$ cat src/rtl/mc_pkg.sv
// Shared definitions for the memory-array frame arbiter: frame field
// layout, arbiter state encoding and the round-robin winner search.
package mc_pkg;

  localparam int MC_ADDR_W = 20;
  localparam int MC_DATA_W = 64;
  localparam int FRAME_W   = MC_ADDR_W + MC_DATA_W + 3;

  // Frame layout is {sof, eof, rw_flag, addr, data}; rw_flag=1 means write.
  localparam int DATA_LSB  = 0;
  localparam int ADDR_LSB  = MC_DATA_W;
  localparam int RW_BIT    = MC_ADDR_W + MC_DATA_W;
  localparam int EOF_BIT   = RW_BIT + 1;
  localparam int SOF_BIT   = RW_BIT + 2;

  localparam int MAX_PORTS = 8;

  typedef enum logic {
    IDLE = 1'b0,
    BUSY = 1'b1
  } arbState_t;

  // First requester at or after ptr, wrapping modulo numPorts.
  // Returns 0 when nothing requests; the caller only uses it when some port does.
  function automatic logic [2:0] rrWinner(input logic [MAX_PORTS-1:0] req,
                                          input logic [2:0]           ptr,
                                          input int                   numPorts);
    logic [2:0] win;
    logic       found;
    int         idx;
    win   = '0;
    found = 1'b0;
    for (int k = 0; k < MAX_PORTS; k++) begin
      idx = int'(ptr) + k;
      if (idx >= numPorts) idx = idx - numPorts;
      if (k < numPorts && !found && req[idx]) begin
        win   = 3'(idx);
        found = 1'b1;
      end
    end
    return win;
  endfunction

endpackage

$ cat src/rtl/sync_fifo.sv
// Synchronous FIFO with the head word presented combinationally.
// A push is accepted while full when a pop happens in the same cycle.
module sync_fifo #(
  parameter int DATA_WIDTH = 2,
  parameter int FIFO_DEPTH = 64
) (
  input  logic                  clk,
  input  logic                  rst_n,
  input  logic                  i_wrEn,
  input  logic [DATA_WIDTH-1:0] i_wrData,
  input  logic                  i_rdEn,
  output logic [DATA_WIDTH-1:0] o_rdData,
  output logic                  o_full,
  output logic                  o_empty
);

  localparam int PTR_W = (FIFO_DEPTH > 1) ? $clog2(FIFO_DEPTH) : 1;
  localparam int CNT_W = $clog2(FIFO_DEPTH + 1);

  logic [DATA_WIDTH-1:0] r_mem [FIFO_DEPTH];
  logic [PTR_W-1:0]      r_wrPtr;
  logic [PTR_W-1:0]      r_rdPtr;
  logic [CNT_W-1:0]      r_count;
  logic                  w_doPush;
  logic                  w_doPop;

  assign o_full   = (r_count == CNT_W'(FIFO_DEPTH));
  assign o_empty  = (r_count == '0);
  assign o_rdData = r_mem[r_rdPtr];
  assign w_doPop  = i_rdEn && !o_empty;
  assign w_doPush = i_wrEn && (!o_full || w_doPop);

  // Storage array; contents need no reset because occupancy guards every read.
  always_ff @(posedge clk) begin
    if (w_doPush) r_mem[r_wrPtr] <= i_wrData;
  end

  // Pointer and occupancy tracking; a simultaneous push and pop leaves the count unchanged.
  always_ff @(posedge clk or negedge rst_n) begin
    if (!rst_n) begin
      r_wrPtr <= '0;
      r_rdPtr <= '0;
      r_count <= '0;
    end else begin
      if (w_doPush) r_wrPtr <= (r_wrPtr == PTR_W'(FIFO_DEPTH - 1)) ? '0 : r_wrPtr + 1'b1;
      if (w_doPop)  r_rdPtr <= (r_rdPtr == PTR_W'(FIFO_DEPTH - 1)) ? '0 : r_rdPtr + 1'b1;
      case ({w_doPush, w_doPop})
        2'b10:   r_count <= r_count + 1'b1;
        2'b01:   r_count <= r_count - 1'b1;
        default: r_count <= r_count;
      endcase
    end
  end

endmodule

$ cat src/rtl/mc_frame_arbiter.sv
// Frame arbiter: grants whole frames (sof..eof) from NUM_PORTS streams
// round-robin onto one array port and routes read data back to the
// port that issued each read beat.
// Optional macro MC_ARB_QOS_EN adds the in_qos input; the winner is then the
// highest-qos requester, ties broken round-robin.
module mc_frame_arbiter
  import mc_pkg::*;
#(
  parameter int NUM_PORTS = 3,
  parameter int ADDR_W    = MC_ADDR_W,
  parameter int DATA_W    = MC_DATA_W,
  parameter int RID_DEPTH = 64,
  localparam int FW       = ADDR_W + DATA_W + 3,
  localparam int ID_W     = $clog2(NUM_PORTS)
) (
  input  logic                    clk,
  input  logic                    rst_n,
  input  logic [NUM_PORTS*FW-1:0] in_frame_data,
  input  logic [NUM_PORTS-1:0]    in_frame_valid,
  output logic [NUM_PORTS-1:0]    in_frame_ready,
`ifdef MC_ARB_QOS_EN
  input  logic [NUM_PORTS*2-1:0]  in_qos,
`endif
  output logic [FW-1:0]           out_frame_data,
  output logic                    out_frame_valid,
  input  logic                    out_frame_ready,
  input  logic [DATA_W-1:0]       array_rdata,
  input  logic                    array_rvalid,
  output logic [DATA_W-1:0]       port_rdata,
  output logic [NUM_PORTS-1:0]    port_rvalid,
  output logic [ID_W-1:0]         grant_id,
  output logic                    busy,
  output logic                    rid_underflow
);

  // Field positions are anchored to the frame MSB so they hold for any address/data width.
  localparam int L_RW_BIT  = FW - (FRAME_W - RW_BIT);
  localparam int L_EOF_BIT = FW - (FRAME_W - EOF_BIT);

  arbState_t            r_state;
  logic                 r_busy;
  logic [ID_W-1:0]      r_grant;
  logic [ID_W-1:0]      r_rrPtr;
  logic                 r_underflow;

  logic [NUM_PORTS-1:0] w_arbReq;
  logic [ID_W-1:0]      w_winner;
  logic [FW-1:0]        w_sel;
  logic                 w_selValid;
  logic                 w_stall;
  logic                 w_handshake;
  logic                 w_ridPush;
  logic                 w_ridFull;
  logic                 w_fifoFull;
  logic                 w_fifoEmpty;
  logic [ID_W-1:0]      w_ridHead;

`ifdef MC_ARB_QOS_EN
  logic [1:0]           w_qosMax;

  // Narrow the request set to the ports sharing the highest qos among requesters.
  always_comb begin
    w_qosMax = '0;
    w_arbReq = '0;
    for (int p = 0; p < NUM_PORTS; p++) begin
      if (in_frame_valid[p] && (in_qos[2*p +: 2] > w_qosMax)) w_qosMax = in_qos[2*p +: 2];
    end
    for (int p = 0; p < NUM_PORTS; p++) begin
      w_arbReq[p] = in_frame_valid[p] && (in_qos[2*p +: 2] == w_qosMax);
    end
  end
`else
  assign w_arbReq = in_frame_valid;
`endif

  assign w_winner = ID_W'(rrWinner(MAX_PORTS'(w_arbReq), 3'(r_rrPtr), NUM_PORTS));

  // Select the granted port's frame and valid.
  always_comb begin
    w_sel      = '0;
    w_selValid = 1'b0;
    for (int p = 0; p < NUM_PORTS; p++) begin
      if (r_grant == ID_W'(p)) begin
        w_sel      = in_frame_data[p*FW +: FW];
        w_selValid = in_frame_valid[p];
      end
    end
  end

  // A pop in this cycle frees a slot, so a full FIFO only blocks reads when nothing returns.
  assign w_ridFull   = w_fifoFull && !array_rvalid;
  assign w_stall     = !w_sel[L_RW_BIT] && w_ridFull;
  assign w_handshake = (r_state == BUSY) && w_selValid && !w_stall && out_frame_ready;
  assign w_ridPush   = w_handshake && !w_sel[L_RW_BIT];

  assign out_frame_data  = (r_state == BUSY) ? w_sel : '0;
  assign out_frame_valid = (r_state == BUSY) && w_selValid && !w_stall;

  // Only the granted port sees ready, and only while its beat could be taken.
  always_comb begin
    in_frame_ready = '0;
    for (int p = 0; p < NUM_PORTS; p++) begin
      in_frame_ready[p] = (r_state == BUSY) && (r_grant == ID_W'(p)) && out_frame_ready && !w_stall;
    end
  end

  // Grant FSM: register the winner in IDLE, hold it until the eof beat handshakes.
  always_ff @(posedge clk or negedge rst_n) begin
    if (!rst_n) begin
      r_state <= IDLE;
      r_busy  <= 1'b0;
      r_grant <= '0;
      r_rrPtr <= '0;
    end else begin
      case (r_state)
        IDLE: begin
          if (|in_frame_valid) begin
            r_state <= BUSY;
            r_busy  <= 1'b1;
            r_grant <= w_winner;
            r_rrPtr <= (w_winner == ID_W'(NUM_PORTS - 1)) ? '0 : w_winner + 1'b1;
          end
        end
        BUSY: begin
          if (w_handshake && w_sel[L_EOF_BIT]) begin
            r_state <= IDLE;
            r_busy  <= 1'b0;
          end
        end
        default: begin
          r_state <= IDLE;
          r_busy  <= 1'b0;
        end
      endcase
    end
  end

  // Remember which port each read beat came from, in issue order.
  sync_fifo #(
    .DATA_WIDTH (ID_W),
    .FIFO_DEPTH (RID_DEPTH)
  ) u_rid_fifo (
    .clk      (clk),
    .rst_n    (rst_n),
    .i_wrEn   (w_ridPush),
    .i_wrData (r_grant),
    .i_rdEn   (array_rvalid),
    .o_rdData (w_ridHead),
    .o_full   (w_fifoFull),
    .o_empty  (w_fifoEmpty)
  );

  // Flag read data that arrives with no outstanding read beat; stays set until reset.
  always_ff @(posedge clk or negedge rst_n) begin
    if (!rst_n) r_underflow <= 1'b0;
    else if (array_rvalid && w_fifoEmpty) r_underflow <= 1'b1;
  end

  // Route returning read data to the port at the head of the ID FIFO.
  always_comb begin
    port_rvalid = '0;
    for (int p = 0; p < NUM_PORTS; p++) begin
      port_rvalid[p] = array_rvalid && !w_fifoEmpty && (w_ridHead == ID_W'(p));
    end
  end

  assign port_rdata    = array_rdata;
  assign grant_id      = r_grant;
  assign busy          = r_busy;
  assign rid_underflow = r_underflow;

endmodule

$ cat config.mk
export PLATFORM = sky130hd
export DESIGN_NAME = mc_frame_arbiter
export DESIGN_NICKNAME = d
export VERILOG_FILES = /design/src/rtl/mc_pkg.sv /design/src/rtl/sync_fifo.sv /design/src/rtl/mc_frame_arbiter.sv
export SDC_FILE = /design/constraint.sdc
export NUM_CORES = 1
export LEC_CHECK = 0
export ABC_AREA = 1
export CAP_MARGIN = 20
export CORE_MARGIN = 1.5
export CORE_UTILIZATION = 25
export CTS_CLUSTER_SIZE = 25
export DETAILED_ROUTE_END_ITERATION = 6
export GPL_TIMING_DRIVEN = 0
export PLACE_DENSITY = 0.53
export SETUP_SLACK_MARGIN = 0.05
export SYNTH_ARGS = -nofsm -noshare
export SYNTH_HDL_FRONTEND = slang
export SYNTH_SLANG_ARGS = --single-unit
$ cat constraint.sdc
create_clock -name clk -period 10.3 [get_ports clk]
set_input_delay 2.575 -clock clk [delete_from_list [all_inputs] [get_ports clk]]
set_output_delay 2.575 -clock clk [all_outputs]
set_load 0.02 [all_outputs]
---- After elaboration in Yosys (flattened, before gate mapping) ----
Memories as Yosys holds them, arrays and structs flattened.
Index checks and enable logic that the tools add are counted.
storage, ports and cells
  register bits ........................... 26
  bits in writable memories ............... 128
  input bits .............................. 332
  output and inout bits ................... 162
  word-level logic and storage cells ...... 113
  memories ................................ 1
memory list
  name              depth  bits a word  rd ports  clocked after memory_dff  write ports  RTL line         text
  u_rid_fifo.r_mem  64     2            1         0                         1            sync_fifo.sv:20  logic [DATA_WIDTH-1:0] r_mem [FIFO_DEPTH];
operators by class
  add/sub/neg operators ................... 10
  order comparisons ....................... 6
  eq/ne operators ......................... 12
  multiplexer cells ....................... 36
  bitwise logic cells ..................... 1
  reduce and logical (&&, ||, !) cells .... 39
operator list
  cell                                                 count
  2-to-1 mux 87 bit                                    4
  < comparator 32 x 5 -> 1 bit, second input constant  3
  2-to-1 mux 32 bit                                    3
  logical AND 1 bit                                    24
  2-to-1 mux 1 bit                                     17
  one-hot mux 7 bit (2 select lines)                   1
  adder 6 x 1 -> 6 bit, second input constant          2
  == test 6 bit, second input constant                 2
  2-to-1 mux 6 bit                                     2
  binary-select mux 1 bit (select 3 bit)               3
  == test 2 bit, second input constant                 4
  2-to-1 mux 2 bit                                     4
  subtractor 3 x 2 -> 4 bit, second input constant     2
  adder 7 x 1 -> 7 bit, second input constant          1
  == test 7 bit, second input constant                 1
  zero test 1 bit                                      7
  zero test 7 bit                                      1
  subtractor 7 x 1 -> 7 bit, second input constant     1
  == test 2 x 1 -> 1 bit, second input constant        3
  >= comparator 3 x 2 -> 1 bit, second input constant  2
  zero test 2 bit                                      2
  one-hot mux 1 bit (2 select lines)                   2
  AND reduction 2 bit                                  2
  adder 2 x 1 -> 3 bit, second input constant          1
  other kinds (10)                                     10

---- Depth between registers and ports, before layout ----
  depth in word-level cells ............... 14
  mapped depth ............................ 19

---- Hierarchy ----
A second synthesis with hierarchy kept.
second synthesis, totals
  cells, all modules ...................... 1448
  area total of the unflattened synthesis .. 10361.2 um^2
modules (own cells, without submodules)
  module            instances  cells an instance  area an instance (um^2)
  sync_fifo         1          724                6939.2
  mc_frame_arbiter  1          724                3422.0

---- Worst setup path after synthesis ----
Ideal clock, no wire load.
  kind .................................... input-to-output
  start ................................... in in_frame_data[171]
  end ..................................... out in_frame_ready[1]
  arrival ................................. 3.560 ns
  path slack .............................. 4.165 ns
  stages .................................. 6
  path buffers ............................ 0
  cell sequence ........................... nand2_1 -> nand2_1 -> o221ai_2 -> nand2_1 -> inv_1 -> nor4_1
between the ends
  cells in the longest elaborated chain, start to end .. 6
ends and longest elaborated chain
  what                            RTL line                 text
  from (decl)                     mc_frame_arbiter.sv:18   input logic [NUM_PORTS*FW-1:0] in_frame_data,
  2-to-1 mux 87 bit (2 in a row)  mc_frame_arbiter.sv:83   if (r_grant == ID_W'(p)) begin
  zero test 1 bit                 mc_frame_arbiter.sv:92   assign w_stall = !w_sel[L_RW_BIT] && w_ridFull;
  logical AND 1 bit               mc_frame_arbiter.sv:92
  zero test 1 bit                 mc_frame_arbiter.sv:103  in_frame_ready[p] = (r_state == BUSY) && (r_grant == ID_W'(p)) && out_frame_ready && !w_stall;
  logical AND 1 bit               mc_frame_arbiter.sv:103
  to (decl)                       mc_frame_arbiter.sv:20   output logic [NUM_PORTS-1:0] in_frame_ready,
No other way between the ends.

---- Worst setup path after layout ----
  start ................................... in array_rvalid
  end ..................................... out port_rvalid[1]
between the ends
  cells in the longest elaborated chain, start to end .. 2
ends and longest elaborated chain
  what                          RTL line                 text
  from (decl)                   mc_frame_arbiter.sv:28   input logic array_rvalid,
  logical AND 1 bit             n/a
  named net u_rid_fifo.w_doPop  sync_fifo.sv:25          logic w_doPop;
  logical AND 1 bit             mc_frame_arbiter.sv:163  port_rvalid[p] = array_rvalid && !w_fifoEmpty && (w_ridHead == ID_W'(p));
  to (decl)                     mc_frame_arbiter.sv:30   output logic [NUM_PORTS-1:0] port_rvalid,
The timed path passes the listed nets, and every way through them passes these cells.

==> reports/results.md <==
| Group | Quantity | Value |
|---|---|---|
| drt | Wire length reported by the detailed router | 49.4 mm |
| sta | F_max | 0.133 GHz |
| drt | First-pass DRT Iterations | 7 |
| placement | HPWL Detailed | 39.3 mm |
| sta | Final hold violation count | 0 |
| sta | Slew @ Worst Pin | 0.741 ns |
| cts | Hold_buf cts | 0 |
| cells and area | Final nets | 2,244 |
| cts | H-tree lvl count | 4 |
| placement | Placed Cells | 2,416 |
| cts | Clock edge transition at the registers on the reported setup and hold paths | 0.06 ns |
| setup path | R2R Path End | u_rid_fifo.r_count[6] |
| sta | Number of setup violations in the final report | 0 |
| floorplanning | Horizontal extent of the die | 208 um |
| setup path | Register-to-register setup slack | 6.74 ns |
| setup path | Type of element capturing the critical path | output pin |
| setup path | Required time at the worst-slack endpoint | 7.73 ns |
| drt | Routed via count divided by cell count | 4.73 |
| sta | Sum Neg Setup Slack | 0 ns |
| global routing | Global-route wire length before repair | 71.5 mm |
| drt | Number of DRC violations after detailed-routing iteration 0 | 677 |
| drt | Routed wirelength normalized by instance count | 20.1 um |
| yosys | Dominant synthesized flop cell | sky130_fd_sc_hd__edfxtp_1 |
| setup path | Cells on worst reg2reg path | 19 |
| floorplanning | Count of standard-cell rows | 74 |
| min path | Class of the tightest hold or removal check | reg2reg |
| cts | Worst-Skew Late Latency | 0.43 ns |
| min path | Cell depth of the worst hold path | 1 |
| power and ir drop | Peak VDD IR | 155 uV |
| placement | Port Buf Inserts | 429 |
| cts | Buffer type at the clock tree root | sky130_fd_sc_hd__clkbuf_16 |
| placement | Final estimated routing congestion in global placement | 0.952 |
| yosys | Cell count after synthesis | 1,453 |
| min path | Startpoint of the lowest-slack hold path | rid_underflow |
| drt | DRT met1 WL | 18.0 mm |
| power and ir drop | Pleak | 7.09 nW |
| yosys | Biggest area contributors in the synthesized netlist | sky130_fd_sc_hd__edfxtp_1, sky130_fd_sc_hd__nand3_1, sky130_fd_sc_hd__nand2_1 |
| setup path | Launching element type of the critical path | input pin |
| yosys | Library cell with the largest summed area after synthesis | sky130_fd_sc_hd__edfxtp_1 |
| drt | Vias | 11,600 |
| power and ir drop | Power density cells | 266 nW/um2 |
| sta | Max-Slew Margin vs Limit | 50.6% |
| global routing | Overall overflow remaining after global route | 0 |
| setup path | Largest fanout of any net on the critical path | 11 |
| cts | Num CTS Buffers | 17 |
| drt | Met3 wire len | 3.45 mm |
| floorplanning | Die ar. | 43,100 um2 |
| sta | PnR worst setup slack | 2.80 ns |
| cells and area | Non-filler instance count after layout | 2,459 |
| job | Max Cap Violations | 0 |
| yosys | Mean Syn Cell Area | 7.20 um2 |
| yosys | Syn nets | 1,794 |
| drt | Top Layer Used | met5 |
| cts | Post-cts resize count | 0 |
| cells and area | Core Util, Final | 39.2% |
| floorplanning | I/O pin cnt | 494 |
| setup path | Reg2Reg Launch Point | grant_id[0] |
| sta | Unrepaired setup endpoints after global routing | no |
| sta | Max Slew Vio Count | 0 |
| yosys | Number of warnings reported in the yosys synthesis log | 0 |
| global routing | Aggregate global-route resource usage | 22.3% |
| drt | Drt drc | 0 |
| cts | Clk buf depth | 2 |
| global routing | Antenna violations before repair | 17 |
| setup path | Critical path start-end classification | in2out |
| yosys | Post-synthesis cell area | 10,500 um2 |
| cells and area | Share of cells above drive strength 1 | 7.36% |
| yosys | Number of flops mapped to enable cells by yosys | 128 |
| global routing | Largest net degree at the start of global routing | 49 |
| status | Status | finished, final reports clean |
| yosys | Fraction of the yosys area taken by sequential cells | 42.9% |
| min path | Worst Hold End | rid_underflow |
| floorplanning | Initial Util | 25.5% |
| yosys | Fraction of registers with async set or reset after synthesis | 16.9% |
| sta | Fraction of the cycle the final worst path needs | 72.8% |
| floorplanning | Core Box Area | 41,100 um2 |
| cts | Number of setup buffers added after CTS | 0 |
| yosys | Number of unique standard cell types used by synthesis | 36 |
| cts | Clock tree from TritonCTS | yes |
| floorplanning | DIE HEIGHT | 208 um |
| placement | Worst setup slack before clock tree synthesis | 2.83 ns |
| yosys | Area fraction of the dominant cell type after synthesis | 36.7% |
| sta | Post-route minimum period | 7.50 ns |
| yosys | Most instantiated cells after synthesis | sky130_fd_sc_hd__nand2_1, sky130_fd_sc_hd__nand3_1, sky130_fd_sc_hd__inv_1 |
| drt | Sum of met2 wire segment lengths after detailed routing | 25.8 mm |
| yosys | Count leader, synth | sky130_fd_sc_hd__nand2_1 |
| cells and area | Count of fill cells added during filler insertion | 4,329 |
| cts | Total clock sinks | 154 |
| cells and area | Layout-stage area growth over the synthesis result | 54.1% |
| sta | Worst clock skew | 0.00942 ns |
| setup path | Signal arrival time at the worst endpoint | 4.92 ns |
| drt | Count of nets left with antenna violations after detail routing | 0 |
| global routing | Via count of the first global-routing pass | 11,600 |
| yosys | FF+latch count, synth | 154 |
-- per-layer routing --
layer	vias up	global-route usage, %
li1	5559	-
met1	5498	23.7
met2	493	41.6
met3	84	5.33
met4	4	9.71
met5	-	0
-- flip-flops by register name (all words and copies together), names as in the netlist, 2 cells and up --
signal	cells
u_rid_fifo.r_mem	128
u_rid_fifo.r_count	7
u_rid_fifo.r_rdPtr	6
u_rid_fifo.r_wrPtr	6
grant_id	2
r_rrPtr	2
-- cell type report --
| cell class | count | area [um2] | area share [%] |
|---|---|---|---|
| flip-flops and latches | 154 | 4500 | 27.9 |
| well taps | 532 | 666 | 4.13 |
| clock inverters | 13 | 200 | 1.24 |
| repair buffers | 431 | 4330 | 26.9 |
| clock buffers | 19 | 433 | 2.69 |
| inverters | 174 | 653 | 4.05 |
| diodes | 11 | 27.5 | 0.171 |
| plain buffers | 150 | 845 | 5.24 |
| multi-input cells | 975 | 4470 | 27.7 |
-- cell families (layout without fill, tap and decap cells) --
family,count (synthesis),count (layout),synth area share (%)
AO/OA/AOI/OAI,48,48,2.53
XOR/XNOR,19,19,1.59
adder cells (fa/ha/maj),9,9,1.08
buffers and inverters,324,787,14.3
flip-flops,154,154,42.9
other,0,11,0
AND/OR/NAND/NOR,899,899,37.5
-- through the flow --
stage	total power, W	hold slack, ns	area (um2)
CTS	0.00430	0.473	16100
detailed placement	0.00362	0.450	15500
floorplan	0.00242	0.470	10500
global route	0.00455	0.490	16100
global placement	0.00361	0.445	15400
finish	0.00429	0.468	16100
-- power breakdown --
group	internal, W	leakage [nW]	switching, W
Sequential	0.000797	1.47	0.0000767
Combinational	0.000992	5.32	0.00175
Clock	0.000428	0.300	0.000250
Total	0.00222	7.09	0.00207
-- worst max path at each step --
stage | from | to | slack, ns | cells past startpoint
6_report | array_rvalid | port_rvalid[1] | 2.80 | 7
4_1_cts | array_rvalid | port_rvalid[1] | 2.83 | 7
5_1_grt | array_rvalid | port_rvalid[1] | 2.65 | 7
3_5_place_dp | array_rvalid | port_rvalid[1] | 2.83 | 7
3_3_place_gp | array_rvalid | port_rvalid[1] | 2.79 | 7
2_1_floorplan | in_frame_data[171] | in_frame_ready[1] | 4.17 | 6
-- cell usage in the layout (no fill, tap or decap), drive strengths merged, types with 2 or more instances in the layout --
master         instances
clkdlybuf4s50        428
nand2                407
nand3                346
inv                  172
edfxtp               128
nor2                 117
buf                  109
clkbuf                63
o21ai                 33
dfrtp                 26
nor3                  14
xor2                  13
diode                 11
ha                     9
nand4                  9
a21oi                  8
clkinv                 7
xnor2                  6
bufinv                 5
clkinvlp               3
nor4                   2
a21o                   2
-- critical path, stage by stage --
cell	delay, ns
sky130_fd_sc_hd__clkdlybuf4s50_1	0.48
sky130_fd_sc_hd__inv_1	0.06
sky130_fd_sc_hd__nor2_1	0.41
sky130_fd_sc_hd__clkbuf_1	0.47
sky130_fd_sc_hd__nand3_1	0.14
sky130_fd_sc_hd__nor2_1	0.15
sky130_fd_sc_hd__clkdlybuf4s50_1	0.63
No activity file was read; power rests on OpenSTA's default activity.
